===== src/rtl/pwm_width_sched.sv =====
// Wishbone width scheduler feeding the 4-channel PWM generator.
// Optional register readback via `define PWM_WS_READBACK_EN.
module pwm_width_sched #(
    parameter int          PRESCALE   = 16,
    parameter logic [15:0] FS_DEFAULT = 16'd0
) (
    input  logic        wb_clk_i,
    input  logic        wb_rst_i,
    input  logic        wb_cyc_i,
    input  logic        wb_stb_i,
    input  logic        wb_we_i,
    input  logic [6:0]  wb_adr_i,
    input  logic [15:0] wb_dat_i,
    output logic [15:0] wb_dat_o,
    output logic        wb_ack_o,
    output logic [15:0] width1,
    output logic [15:0] width2,
    output logic [15:0] width3,
    output logic [15:0] width4,
    output logic        frame_tick,
    output logic        failsafe
);

    localparam logic [2:0] ST_DISARMED = 3'd0;
    localparam logic [2:0] ST_IDLE     = 3'd1;
    localparam logic [2:0] ST_PENDING  = 3'd2;
    localparam logic [2:0] ST_FAILSAFE = 3'd3;

    localparam logic [15:0] PRE_MAX = 16'(PRESCALE - 1);

    logic [2:0]  state;
    logic        arm;
    logic [15:0] frame_len;
    logic [15:0] wdog_len;
    logic [15:0] shadow [4];
    logic [15:0] fs_w   [4];
    logic [15:0] w      [4];
    logic [15:0] pre;
    logic [15:0] fcnt;
    logic [15:0] wd;

    logic [4:0]  a;
    logic        wr;
    logic        wr_ctrl;
    logic        wr_fl;
    logic        commit_req;
    logic        arm_nx;
    logic        tick_now;
    logic [15:0] wd_nx;
    logic        expire;
    logic        unused_adr;

    assign a          = wb_adr_i[4:0];
    assign unused_adr = ^wb_adr_i[6:5];
    assign wr         = wb_cyc_i & wb_stb_i & wb_we_i & wb_ack_o;
    assign wr_ctrl    = wr && (a == 5'h00);
    assign wr_fl      = wr && (a == 5'h04);
    assign commit_req = wr_ctrl && wb_dat_i[1];
    assign arm_nx     = wr_ctrl ? wb_dat_i[0] : arm;

    assign width1 = w[0];
    assign width2 = w[1];
    assign width3 = w[2];
    assign width4 = w[3];

    always_ff @(posedge wb_clk_i or posedge wb_rst_i) begin
        if (wb_rst_i) begin
            wb_ack_o <= 1'b0;
        end else begin
            wb_ack_o <= wb_cyc_i & wb_stb_i & ~wb_ack_o;
        end
    end

    // Writes land on the ack cycle; odd addresses fall through as unmapped.
    always_ff @(posedge wb_clk_i or posedge wb_rst_i) begin
        if (wb_rst_i) begin
            arm       <= 1'b0;
            frame_len <= 16'd0;
            wdog_len  <= 16'd0;
            for (int i = 0; i < 4; i++) begin
                shadow[i] <= 16'd0;
                fs_w[i]   <= FS_DEFAULT;
            end
        end else if (wr) begin
            if (a == 5'h00) arm <= wb_dat_i[0];
            if (a == 5'h04) frame_len <= wb_dat_i;
            if (a == 5'h06) wdog_len <= wb_dat_i;
            if (a[4:3] == 2'b10 && !a[0]) shadow[a[2:1]] <= wb_dat_i;
            if (a[4:3] == 2'b11 && !a[0]) fs_w[a[2:1]] <= wb_dat_i;
        end
    end

    assign tick_now = !wr_fl && (frame_len != 16'd0) &&
                      (pre == PRE_MAX) && (fcnt == frame_len - 16'd1);

    always_ff @(posedge wb_clk_i or posedge wb_rst_i) begin
        if (wb_rst_i) begin
            pre        <= 16'd0;
            fcnt       <= 16'd0;
            frame_tick <= 1'b0;
        end else begin
            frame_tick <= tick_now;
            if (wr_fl) begin
                pre  <= 16'd0;
                fcnt <= 16'd0;
            end else if (frame_len != 16'd0) begin
                if (pre == PRE_MAX) begin
                    pre  <= 16'd0;
                    fcnt <= (fcnt == frame_len - 16'd1) ? 16'd0 : fcnt + 16'd1;
                end else begin
                    pre <= pre + 16'd1;
                end
            end
        end
    end

    assign wd_nx  = (tick_now && wd != 16'hFFFF) ? wd + 16'd1 : wd;
    assign expire = (wdog_len != 16'd0) && (wd_nx == wdog_len);

    always_ff @(posedge wb_clk_i or posedge wb_rst_i) begin
        if (wb_rst_i) begin
            state    <= ST_DISARMED;
            failsafe <= 1'b0;
            wd       <= 16'd0;
            for (int i = 0; i < 4; i++) w[i] <= 16'd0;
        end else if (!arm_nx) begin
            state    <= ST_DISARMED;
            failsafe <= 1'b0;
            wd       <= 16'd0;
            for (int i = 0; i < 4; i++) w[i] <= 16'd0;
        end else begin
            case (state)
                ST_DISARMED: state <= ST_IDLE;
                ST_IDLE: begin
                    wd <= wd_nx;
                    if (commit_req) begin
                        state <= ST_PENDING;
                    end else if (expire) begin
                        state    <= ST_FAILSAFE;
                        failsafe <= 1'b1;
                        for (int i = 0; i < 4; i++) w[i] <= fs_w[i];
                    end
                end
                ST_PENDING: begin
                    // A commit written on this very tick still sees IDLE/FAILSAFE.
                    if (tick_now) begin
                        state    <= ST_IDLE;
                        failsafe <= 1'b0;
                        wd       <= 16'd0;
                        for (int i = 0; i < 4; i++) w[i] <= shadow[i];
                    end else begin
                        wd <= wd_nx;
                    end
                end
                ST_FAILSAFE: begin
                    for (int i = 0; i < 4; i++) w[i] <= fs_w[i];
                    if (commit_req) state <= ST_PENDING;
                end
                default: state <= ST_DISARMED;
            endcase
        end
    end

`ifdef PWM_WS_READBACK_EN
    logic [15:0] rd;

    always_comb begin
        rd = 16'd0;
        case (a)
            5'h00: rd = {15'd0, arm};
            5'h02: rd = {10'd0, state, failsafe, state == ST_PENDING, arm};
            5'h04: rd = frame_len;
            5'h06: rd = wdog_len;
            5'h10, 5'h12, 5'h14, 5'h16: rd = shadow[a[2:1]];
            5'h18, 5'h1A, 5'h1C, 5'h1E: rd = fs_w[a[2:1]];
            default: rd = 16'd0;
        endcase
    end

    always_ff @(posedge wb_clk_i or posedge wb_rst_i) begin
        if (wb_rst_i) begin
            wb_dat_o <= 16'd0;
        end else if (wb_cyc_i & wb_stb_i & ~wb_ack_o) begin
            wb_dat_o <= rd;
        end
    end
`else
    assign wb_dat_o = 16'd0;
`endif

endmodule


===== config.mk =====
export PLATFORM = sky130hd
export DESIGN_NAME = pwm_width_sched
export DESIGN_NICKNAME = d
export VERILOG_FILES = /design/src/rtl/pwm_width_sched.sv
export SDC_FILE = /design/constraint.sdc
export NUM_CORES = 1
export LEC_CHECK = 0
export BUFFER_PORTS_ARGS = -buffer_cell sky130_fd_sc_hd__clkbuf_2
export CAP_MARGIN = 10
export CORE_UTILIZATION = 60
export DETAILED_ROUTE_END_ITERATION = 7
export PLACE_DENSITY = 0.86
export SYNTH_ARGS = -nofsm -noshare
export SYNTH_HDL_FRONTEND = slang
export SYNTH_SLANG_ARGS = --single-unit

===== constraint.sdc =====
create_clock -name wb_clk_i -period 10.5 [get_ports wb_clk_i]
set_clock_uncertainty 0.15 [all_clocks]
set_input_delay 0.525 -clock wb_clk_i [delete_from_list [all_inputs] [get_ports wb_clk_i]]
set_output_delay 0.525 -clock wb_clk_i [all_outputs]
set_load 0.01 [all_outputs]

==> flow_summary.yaml, run 1 <==
power:
  seqPwrFrac_pct: 48.3
  combinationalPowerShare_pct: 6.1
  p_switching_mw: 0.552
  power_density_nw_per_um2: 155
  p_leak_nw: 7.12
  ir_drop_uv: 157
  p_int_mw: 1.80
  switching_share_pct: 23.4
  clockPowerShare_pct: 45.6
cells_and_area:
  n_antenna_cell: 0
  syn_to_final_growth_pct: 8.93
  stdcell_area_sq_um: 15200
  final_nets: 1307
  n_fill_cell: 1576
  final_util_pct: 66.9
  stdcell_count: 1581
  drive_gt1_share_pct: 29.3
cts:
  clkSinkCount: 278
  cts_tree: "done"
  cts_root_buf: "clkbuf_16"
  numCtsBuffers: 29
  cts_resized: 0
  clkTransAtPathRegs_ns: 0.06
  cts_buffer_depth: 3
  holdBufCountCts: 0
  post_cts_buffers: 0
  cts.htree.levels: 1
  clock_latency_ns: 0.54
yosys:
  avgSynthCellArea_sq_um: 11.4
  synthArstFlopShare_pct: 100
  yosysWarnings: 0
  ys_seq_area_share_pct: 49.9
  synthesis.area_sq_um: 13900
  ys_seq_elements: 278
  syn-instance-count: 1226
  synth-main-ff-cell: "dfrtp_1"
  synth_edf_count: 0
  ys_types: 74
sta:
  grt_setup_unrepaired: "no"
  finalSetupTns_ns: 0
  hold-worst-slack_ns: 0.0540
  tightest_slew_ns: 1.15
  finalSetupViolations: 0
  finalMaxSlewViolations: 0
  fin_crit_sh_pct: 52.9
  max_clock_freq_mhz: 180
  maxSlewHeadroom_pct: 23.7
  hold_violations: 0
  layout_min_cycle_time_ns: 5.55
die:
  die_h_um: 154
  start_util_pct: 61.4
  placementRows: 55
  core_area_sq_um: 22700
  io_pins: 111
  die_w_um: 154
  die-area_sq_um: 23900
global_routing:
  antenna_found_initial: 0
  grt_max_degree: 145
  grt_usage_pct: 28.3
  grt_remaining_overflow: 0
  grt_pass1_vias: 9989
  grt_first_pass_wirelength_mm: 52.9
placement:
  dp.cells: 1527
  portBuffers: 92
  dpl_cell_area_sq_um: 14200
  gp_congestion: 0.937
  dp_hpwl_mm: 20.5
flow_run:
  maxCapViolCount: 0
routing:
  dr.pass1.iters: 7
  wl_per_cell_um: 20.7
  finalWirelength_mm: 32.7
  vias: 9752
  antenna_left: 0
  drtIter0Drc: 630
  via_per_inst: 6.17
  drc: 0
worst_setup_path:
  slowest_stage: "nand2_4"
  r2r_slack_ns: 4.95
  crit_family: "simple AND/OR/NAND/NOR gates"
  cp_max_fo: 64
  critPathRequiredTime_ns: 10.71
  path_class: "reg2reg"
  start_kind: "flop"
  critical_path.endpoint_type: "flop"
  crit_buf_inv: 1
  critical_path_arrival_ns: 5.76
  slowest_delay_ns: 0.83
  crit_path_cell_trace: "inv_1 -> ha_1 -> xnor2_1 -> a21o_1 -> o21ai_0 -> or2b_1 -> nor4_1 -> nand3_1 -> nor3_1 -> mux2i_1 -> or4_4 -> nand2_4 -> o22ai_1"
min_path:
  hold_path.class: "in2async"
status:
  outcome: "finished, final reports clean"
layout by cell type (no fill, tap or decap), types with 6 or more instances in the layout:
cell / instances
a21oi_1: 24
nand2_1: 178
clkbuf_8: 6
xnor2_1: 23
mux2_2: 146
conb_1: 16
o21ai_0: 58
nand3_1: 25
dfrtp_1: 278
and3_1: 18
buf_4: 7
nor3_1: 19
or3_1: 7
nand2b_1: 7
clkbuf_16: 29
mux2i_1: 69
inv_1: 13
nor2_1: 45
o22ai_1: 6
clkbuf_2: 93
o22ai_2: 60
nor4_1: 17
xor2_1: 29
and2_1: 6
nand4_1: 15
power groups by stage:
stage               Sequential (mW)  Clock (mW)  Combinational, mW
floorplan                      1.14           0              0.114
detailed placement             1.16           0              0.142
finish                         1.14        1.08              0.144
global route                   1.14        1.13              0.160
global placement               1.15           0              0.136
CTS                            1.14        1.09              0.144
through the flow:
stage,power [mW],setup slack (ns)
final,2.36,4.95
after global routing,2.44,4.61
after CTS,2.37,5.03
after detailed placement,1.30,5.08
after global placement,1.29,5.18
after floorplan,1.26,2.16
layer usage:
metal | track usage [%] | up-vias | part of all wire, %
met5 | 0 | - | 0
met4 | 13.8 | 0 | 4.3
met3 | 5.27 | 94 | 7.4
met2 | 46.8 | 375 | 49
met1 | 36.0 | 4872 | 39
li1 | - | 4411 | -
worst paths after layout:
path                         startpoint      endpoint  cells after the start
max                        frame_len[0]     width4[0]                     13
max in group asynchronous      wb_rst_i  frame_len[0]                      3
max reg2reg                frame_len[0]     width4[0]                     13
min in group wb_clk_i          wb_stb_i      wb_ack_o                      3
min reg2reg                    wb_ack_o      wb_ack_o                      1
min                            wb_rst_i    frame_tick                      2
registers in the layout, summed over array words and instances, names as in the netlist, 16 cells and up:
name	flops
width2	16
pre	16
fs_w	64
fcnt	16
width4	16
width3	16
width1	16
frame_len	16
wdog_len	16
wd	16
shadow	64
cells by family after synthesis:
group	Yosys count	synth area share [%]
AND/OR/NAND/NOR	374	13.0
AO/OA/AOI/OAI	188	10.9
flip-flops	278	49.9
buffers and inverters	113	5.71
other	1	0.0269
adder cells (fa/ha/maj)	5	0.449
multiplexers	215	16.7
XOR/XNOR	52	3.27
cell type report:
class | instances | area [sq um] | share of cell area [%]
clock buffer | 37 | 816 | 5.37
clock inverter | 16 | 205 | 1.35
inverter | 15 | 63.8 | 0.420
multi-input combinational | 850 | 6280 | 41.3
sequential | 278 | 6960 | 45.8
tap | 285 | 357 | 2.35
timing repair buffer | 100 | 518 | 3.41
synthesized netlist by cell type (3+ instances only):
| cell type | instances | area, sq um |
|---|---|---|
| o31ai_1 | 5 | 37.5 |
| a211oi_1 | 4 | 30.0 |
| a21oi_1 | 24 | 120 |
| clkbuf_1 | 36 | 135 |
| buf_4 | 17 | 128 |
| ha_1 | 5 | 62.6 |
| a21o_1 | 3 | 22.5 |
| clkbuf_2 | 13 | 65.1 |
| nor4_1 | 17 | 106 |
| and3_1 | 18 | 113 |
| and2_1 | 6 | 37.5 |
| mux2i_1 | 69 | 691 |
| o22ai_1 | 6 | 37.5 |
| inv_1 | 14 | 52.6 |
| a31oi_1 | 4 | 25.0 |
| buf_6 | 8 | 90.1 |
| dlygate4sd3_1 | 7 | 70.1 |
| buf_8 | 4 | 60.1 |
| o22ai_2 | 60 | 751 |
| xor2_1 | 29 | 254 |
| buf_1 | 3 | 11.3 |
| nand3_1 | 25 | 125 |
| or3_1 | 7 | 43.8 |
| nand3b_1 | 3 | 22.5 |
| nand2b_1 | 7 | 43.8 |
| nand2_1 | 178 | 668 |
| clkbuf_8 | 3 | 41.3 |
| mux2_2 | 146 | 1640 |
| dfrtp_1 | 278 | 6960 |
| o41ai_1 | 4 | 35.0 |
| nor2b_1 | 5 | 31.3 |
| nor2_1 | 45 | 169 |
| nor3b_1 | 5 | 37.5 |
| or4_4 | 3 | 33.8 |
| nor3_1 | 19 | 95.1 |
| nand4_1 | 15 | 93.8 |
| xnor2_1 | 23 | 201 |
| o21ai_0 | 59 | 295 |
| buf_12 | 7 | 140 |
Note: power is estimated with default switching activity, not from simulation.
==> run 2: changes to the inputs <==
--- a/config.mk
+++ b/config.mk
@@ -7,9 +7,9 @@
 export LEC_CHECK = 0
 export BUFFER_PORTS_ARGS = -buffer_cell sky130_fd_sc_hd__clkbuf_2
 export CAP_MARGIN = 10
-export CORE_UTILIZATION = 60
+export CORE_UTILIZATION = 55
 export DETAILED_ROUTE_END_ITERATION = 7
-export PLACE_DENSITY = 0.86
+export PLACE_DENSITY = 0.83
 export SYNTH_ARGS = -nofsm -noshare
 export SYNTH_HDL_FRONTEND = slang
 export SYNTH_SLANG_ARGS = --single-unit
==> constraint.sdc (replaced) <==
create_clock -name wb_clk_i -period 4.9 [get_ports wb_clk_i]
set_clock_uncertainty 0.15 [all_clocks]
set_input_delay 0.245 -clock wb_clk_i [delete_from_list [all_inputs] [get_ports wb_clk_i]]
set_output_delay 0.245 -clock wb_clk_i [all_outputs]
set_load 0.01 [all_outputs]
==> run 2 against run 1 <==
  * Sequential share of layout area shrank 0.93 points
  * Cell count increased by 4.2%
  * Fmax grew 19%
  * Clock power increased by 99%
  * Critical path depth up 1
  * Largest power group unchanged
==> flow_summary.yaml, run 2 (synthesis gave the netlist of run 1 again) <==
status:
  outcome: "finished, final reports clean"
worst_setup_path:
  r2r_slack_ns: 0.24
  start_kind: "flop"
  critical_path_arrival_ns: 4.93
  path_class: "reg2reg"
  critPathRequiredTime_ns: 5.17
  r2r_start: "frame_len[0]"
  slowest_stage: "or4b_1"
  crit_buf_inv: 2
  r2r-end: "width1[1]"
  cp.depth: 14
  cp_common_cell: "or4_4"
  slowest_delay_ns: 0.55
  crit_family: "simple AND/OR/NAND/NOR gates"
  crit_path_cell_trace: "inv_1 -> ha_1 -> xnor2_1 -> a21o_1 -> o21ai_0 -> or2b_1 -> or4_4 -> or4b_1 -> a221oi_2 -> o2111ai_1 -> or4_4 -> nand2_4 -> buf_12 -> o22ai_2"
  critical_path.endpoint_type: "flop"
  cp_max_fo: 32
  reg2regPathDepth: 14
placement:
  gp_congestion: 0.912
  dpl_cell_area_sq_um: 14400
  portBuffers: 92
  dp_hpwl_mm: 21.4
  dp_slack_ns: 0.297
power:
  power_density_nw_per_um2: 317
  p_total_mw: 4.92
  ir_drop_uv: 266
  p_leak_nw: 7.21
cells_and_area:
  final_cell_mix: "dfrtp_1, nand2_1, mux2_2, clkbuf_2, mux2i_1"
  final_nets: 1336
  syn_to_final_growth_pct: 11.2
  drive_gt1_share_pct: 29.0
  n_antenna_cell: 0
  final_common_cell: "dfrtp_1"
  stdcell_area_sq_um: 15500
  reg_top3: "fs_w x64, shadow x64"
global_routing:
  grt_remaining_overflow: 0
  grt_max_degree: 90
  grt_first_pass_wirelength_mm: 52.4
  grt_pass1_vias: 9780
  grt_usage_pct: 25.5
  antenna_found_initial: 0
cts:
  clock_latency_ns: 0.57
  cts_tree: "done"
  clkTransAtPathRegs_ns: 0.06
  numCtsBuffers: 30
  cts_root_buf: "clkbuf_16"
  cts.htree.levels: 1
  cts_buffer_depth: 3
  clkSinkCount: 278
  post_cts_buffers: 0
min_path:
  holdPathEnd: "frame_len[9]"
  hold_path.class: "in2reg"
  holdPathStages: 3
  holdCritStartpoint: "wb_adr_i[4]"
die:
  io_pins: 111
  placementRows: 57
  die-area_sq_um: 26000
  start_util_pct: 56.7
  die_w_um: 161
  core_area_sq_um: 24600
  die_h_um: 161
routing:
  antenna_left: 0
  finalWirelength_mm: 32.7
  dr.pass1.iters: 5
  via_per_inst: 5.98
  vias: 9843
  drc: 0
  drtIter0Drc: 765
  wl_per_cell_um: 19.8
sta:
  setup_slack_ns: 0.237
  hold_violations: 0
  finalSetupTns_ns: 0
  layout_min_cycle_time_ns: 4.66
  tightest_slew_ns: 1.20
  fin_crit_sh_pct: 95.2
  grt_setup_unrepaired: "no"
  finalSetupViolations: 0
  max_clock_freq_mhz: 214
  maxSlewHeadroom_pct: 19.2
  finalMaxSlewViolations: 0
flow_run:
  maxCapViolCount: 0
## run 2: changes by cell type in the layout (fill, tap and decap cells not counted), sizes merged
cell and change:
inv -5, clkbuf +6, clkinv -3, bufinv -3
buf +14, dlygate4sd3 +15, clkinvlp +3
## run 2: worst register-to-register path, cell delays in order, from the launching register on
cell	delay, ns
dfrtp_1	0.43
inv_1	0.11
ha_1	0.31
xnor2_1	0.16
a21o_1	0.17
o21ai_0	0.27
or2b_1	0.28
or4_4	0.44
or4b_1	0.55
a221oi_2	0.28
o2111ai_1	0.22
or4_4	0.50
nand2_4	0.23
buf_12	0.28
o22ai_2	0.16
## run 2: metal layers
metal	GRT usage (%)	wire length (um)	part of all wire [%]
met5	0	0	0
met3	3.75	1720	5.3
met2	41.1	15400	47
met4	11.6	1550	4.7
met1	34.3	14000	43
## run 2: how the worst max path moves through the flow
stage                       from          to  slack (ns)
finish              frame_len[0]   width1[1]        0.24
global route        frame_len[0]   width1[1]        0.04
CTS                 frame_len[0]   width1[1]        0.26
detailed placement  frame_len[0]   width1[1]        0.30
global placement    frame_len[0]  width2[11]        0.33
floorplan           frame_len[8]  width2[10]        0.76
## run 2: through the flow
step,cells,util [%],hold slack (ns)
2_1_floorplan,1241,-,0.220
3_3_place_gp,1580,58.6,0.287
3_5_place_dp,1580,58.6,0.299
4_1_cts,1647,63.0,0.00393
5_1_grt,1647,63.0,0.0173
6_report,1647,63.0,0.0242
## run 2: power by group
part	switching (mW)	internal, mW	total (mW)
registers	0.0737	2.36	2.43
logic	0.203	0.132	0.335
clock network	0.906	1.24	2.15
total	1.18	3.74	4.92
## run 2: repair_timing
item | CTS | global route
hold buffers | 15 | 0
resized for setup | 0 | 0
hold endpoints to repair | 49 | 0
## run 2: layout make-up
| type | count | area, sq um |
|---|---|---|
| Tap cell | 324 | 405 |
| Sequential cell | 278 | 6960 |
| Timing Repair Buffer | 128 | 868 |
| Inverter | 15 | 60.1 |
| Clock inverter | 8 | 97.6 |
| Fill cell | 1870 | 9100 |
| Clock buffer | 44 | 843 |
| Multi-Input combinational cell | 850 | 6280 |
==> run 3: changes to the inputs <==
--- a/config.mk
+++ b/config.mk
@@ -5,6 +5,7 @@
 export SDC_FILE = /design/constraint.sdc
 export NUM_CORES = 1
 export LEC_CHECK = 0
+export ABC_AREA = 1
 export BUFFER_PORTS_ARGS = -buffer_cell sky130_fd_sc_hd__clkbuf_2
 export CAP_MARGIN = 10
 export CORE_UTILIZATION = 55
==> run 3 against run 2 <==
  * Combinational power rose to 4.3 times the previous value
  * Critical path type unchanged
  * Synthesized cell count rose by 44%
  * Design area fell by 0.24%
  * Fmax rose by 6.5%
  * Critical path depth rose by 8
  * Largest power group unchanged
  * Synthesized area fell by 0.47%
  * Sequential power rose by 7%
  * Cell count rose by 32%
  * Global-route usage rose by 2.8 points
==> flow_summary.yaml, run 3 <==
cts:
  cts.htree.levels: 1
  clkTransAtPathRegs_ns: 0.07
  post_cts_buffers: 0
  holdBufCountCts: 10
  clkSinkCount: 278
  cts_root_buf: "clkbuf_16"
  cts_buffer_depth: 3
  cts_resized: 0
  clock_latency_ns: 0.56
  cts_tree: "done"
  numCtsBuffers: 29
cells_and_area:
  final_cell_mix: "nand2_1, dfrtp_1, o21ai_0, nand3_1, inv_1"
  seqCellArea_sq_um: 6960
  final_common_cell: "nand2_1"
  stdcell_area_sq_um: 15500
  multi_input_area_sq_um: 5930
  final_util_pct: 63.1
  syn_to_final_growth_pct: 11.4
  n_antenna_cell: 0
  reg_top3: "fs_w x64, shadow x64"
  drive_gt1_share_pct: 9.61
  final_nets: 1864
  stdcell_count: 2176
  n_fill_cell: 2089
sta:
  fin_crit_sh_pct: 89.4
  maxSlewHeadroom_pct: 24.7
  finalMaxSlewViolations: 0
  tightest_slew_ns: 1.13
  finalSetupTns_ns: 0
  max_clock_freq_mhz: 228
  finalSetupViolations: 0
  grt_setup_unrepaired: "no"
  hold_violations: 0
  layout_min_cycle_time_ns: 4.38
global_routing:
  grt_usage_pct: 28.3
  grt_first_pass_wirelength_mm: 58.7
  grt_pass1_vias: 11400
  antenna_found_initial: 0
  grt_remaining_overflow: 0
  grt_max_degree: 199
placement:
  gp_congestion: 0.926
  dpl_cell_area_sq_um: 14400
  dp.cells: 2114
  portBuffers: 92
  dp_hpwl_mm: 23.8
routing:
  wl_per_cell_um: 16.6
  via_per_inst: 5.69
  finalWirelength_mm: 36.1
  drtIter0Drc: 1313
  dr.pass1.iters: 6
  vias: 12400
  antenna_left: 0
  drc: 0
worst_setup_path:
  critical_path.endpoint_type: "flop"
  start_kind: "flop"
  path_class: "reg2reg"
  critical_path_arrival_ns: 4.72
  critPathRequiredTime_ns: 5.24
  cp_max_fo: 66
power:
  p_int_mw: 4.17
  switching_share_pct: 33.8
  p_switching_mw: 2.13
  clockPowerShare_pct: 35.9
  power_density_nw_per_um2: 407
  p_leak_nw: 7.71
  ir_drop_uv: 525
  seqPwrFrac_pct: 41.3
  combinationalPowerShare_pct: 22.7
  p_total_mw: 6.30
yosys:
  yosys-top-cells-area: "dfrtp_1, nand2_1, o21ai_0"
  avgSynthCellArea_sq_um: 7.85
  synthArstFlopShare_pct: 100
  synth-main-ff-cell: "dfrtp_1"
  ys_seq_area_share_pct: 50.1
  synth_edf_count: 0
  syn-instance-count: 1769
  yosys.area.top_type: "dfrtp_1"
  synthesis.area_sq_um: 13900
  ys_types: 44
  yosysWarnings: 0
  yosys-top-cells-count: "nand2_1, dfrtp_1, o21ai_0, inv_1, nand3_1"
  yosysTopAreaCellShare_pct: 50.1
  ys_seq_elements: 278
  post-synth-top-count-cell: "nand2_1"
die:
  placementRows: 57
  core_area_sq_um: 24500
  die_h_um: 161
  die_w_um: 161
  start_util_pct: 56.6
  io_pins: 111
  die-area_sq_um: 25900
min_path:
  hold_path.class: "in2reg"
status:
  outcome: "finished, final reports clean"
flow_run:
  maxCapViolCount: 0
-- run 3: changes by cell type in the layout (fill, tap and decap cells not counted), moves of 24 or more --
| cell | delta |
|---|---|
| o22ai_2 | -60 |
| a21oi_1 | +66 |
| inv_1 | +119 |
| mux2_2 | -146 |
| nor2_1 | +47 |
| nand2_1 | +406 |
| o21ai_0 | +110 |
| nand3_1 | +108 |
| mux2i_1 | -69 |
| nand4_1 | +24 |
-- run 3: layer usage --
layer	wire length (um)	global-route usage, %	vias to the layer above
met1	15500	40.0	5952
met5	0	0	-
met2	17100	45.7	496
met3	2490	3.38	72
li1	-	-	5860
met4	1110	9.09	0
-- run 3: worst paths after layout --
check | startpoint | end | slack, ns | cells after the start
setup reg to reg | frame_len[0] | width2[15] | 0.52 | 22
hold reg to reg | wb_ack_o | wb_ack_o | 0.30 | 1
setup / recovery | frame_len[0] | width2[15] | 0.52 | 22
min in group asynchronous | wb_rst_i | wd[3] | 0.32 | 4
max in group asynchronous | wb_rst_i | fs_w[38] | 3.42 | 4
hold / removal | wb_dat_i[15] | wdog_len[15] | 0.05 | 3
-- run 3: kinds of logic (layout without fill, tap and decap cells) --
family / Yosys count / after routing / synth area share (%)
AND/OR/NAND/NOR: 917 / 917 / 28.2
AO/OA/AOI/OAI: 297 / 297 / 11.2
XOR/XNOR: 35 / 35 / 2.26
other: 1 / 16 / 0.0270
adder cells (fa/ha/maj): 5 / 5 / 0.451
buffers and inverters: 236 / 304 / 7.72
flip-flops: 278 / 278 / 50.1
-- run 3: worst max-delay path, cell delays in order (launching register included) --
cell and delay, ns:
dfrtp_1 0.40, inv_2 0.13, ha_1 0.28, nand2_4 0.11
nor2_4 0.17, xnor2_1 0.19, nand2_1 0.10, inv_2 0.05
nand3_1 0.13, nor2_4 0.41, nand3_4 0.30, nand2_1 0.17
nand2_1 0.10, nand2_1 0.10, nand2_1 0.06, nor2_1 0.15
nand2_1 0.07, nor2_1 0.13, nand3_2 0.13, nand2_4 0.09
buf_4 0.52, nand3_1 0.16, nand2_1 0.14
-- run 3: power groups by stage --
stage	sequential, mW	combinational [mW]	clock, mW
finish	2.61	1.43	2.26
global route	2.63	1.60	2.40
CTS	2.60	1.42	2.29
detailed placement	2.64	1.41	0
global placement	2.63	1.39	0
floorplan	2.63	1.22	0
-- run 3: final cells by class --
class | count | area share, %
Sequential cell | 278 | 45.0
Multi-Input combinational cell | 1270 | 38.3
Clock buffer | 40 | 5.54
Timing Repair Buffer | 112 | 4.19
Inverter | 140 | 3.42
Tap cell | 324 | 2.62
Clock inverter | 12 | 0.938
-- run 3: stage by stage --
| step | worst slack [ns] | hold slack, ns |
|---|---|---|
| global route | 0.148 | 0.0555 |
| CTS | 0.582 | 0.0190 |
| finish | 0.520 | 0.0468 |
| global placement | 0.738 | 0.289 |
| detailed placement | 0.648 | 0.300 |
| floorplan | 0.826 | 0.227 |
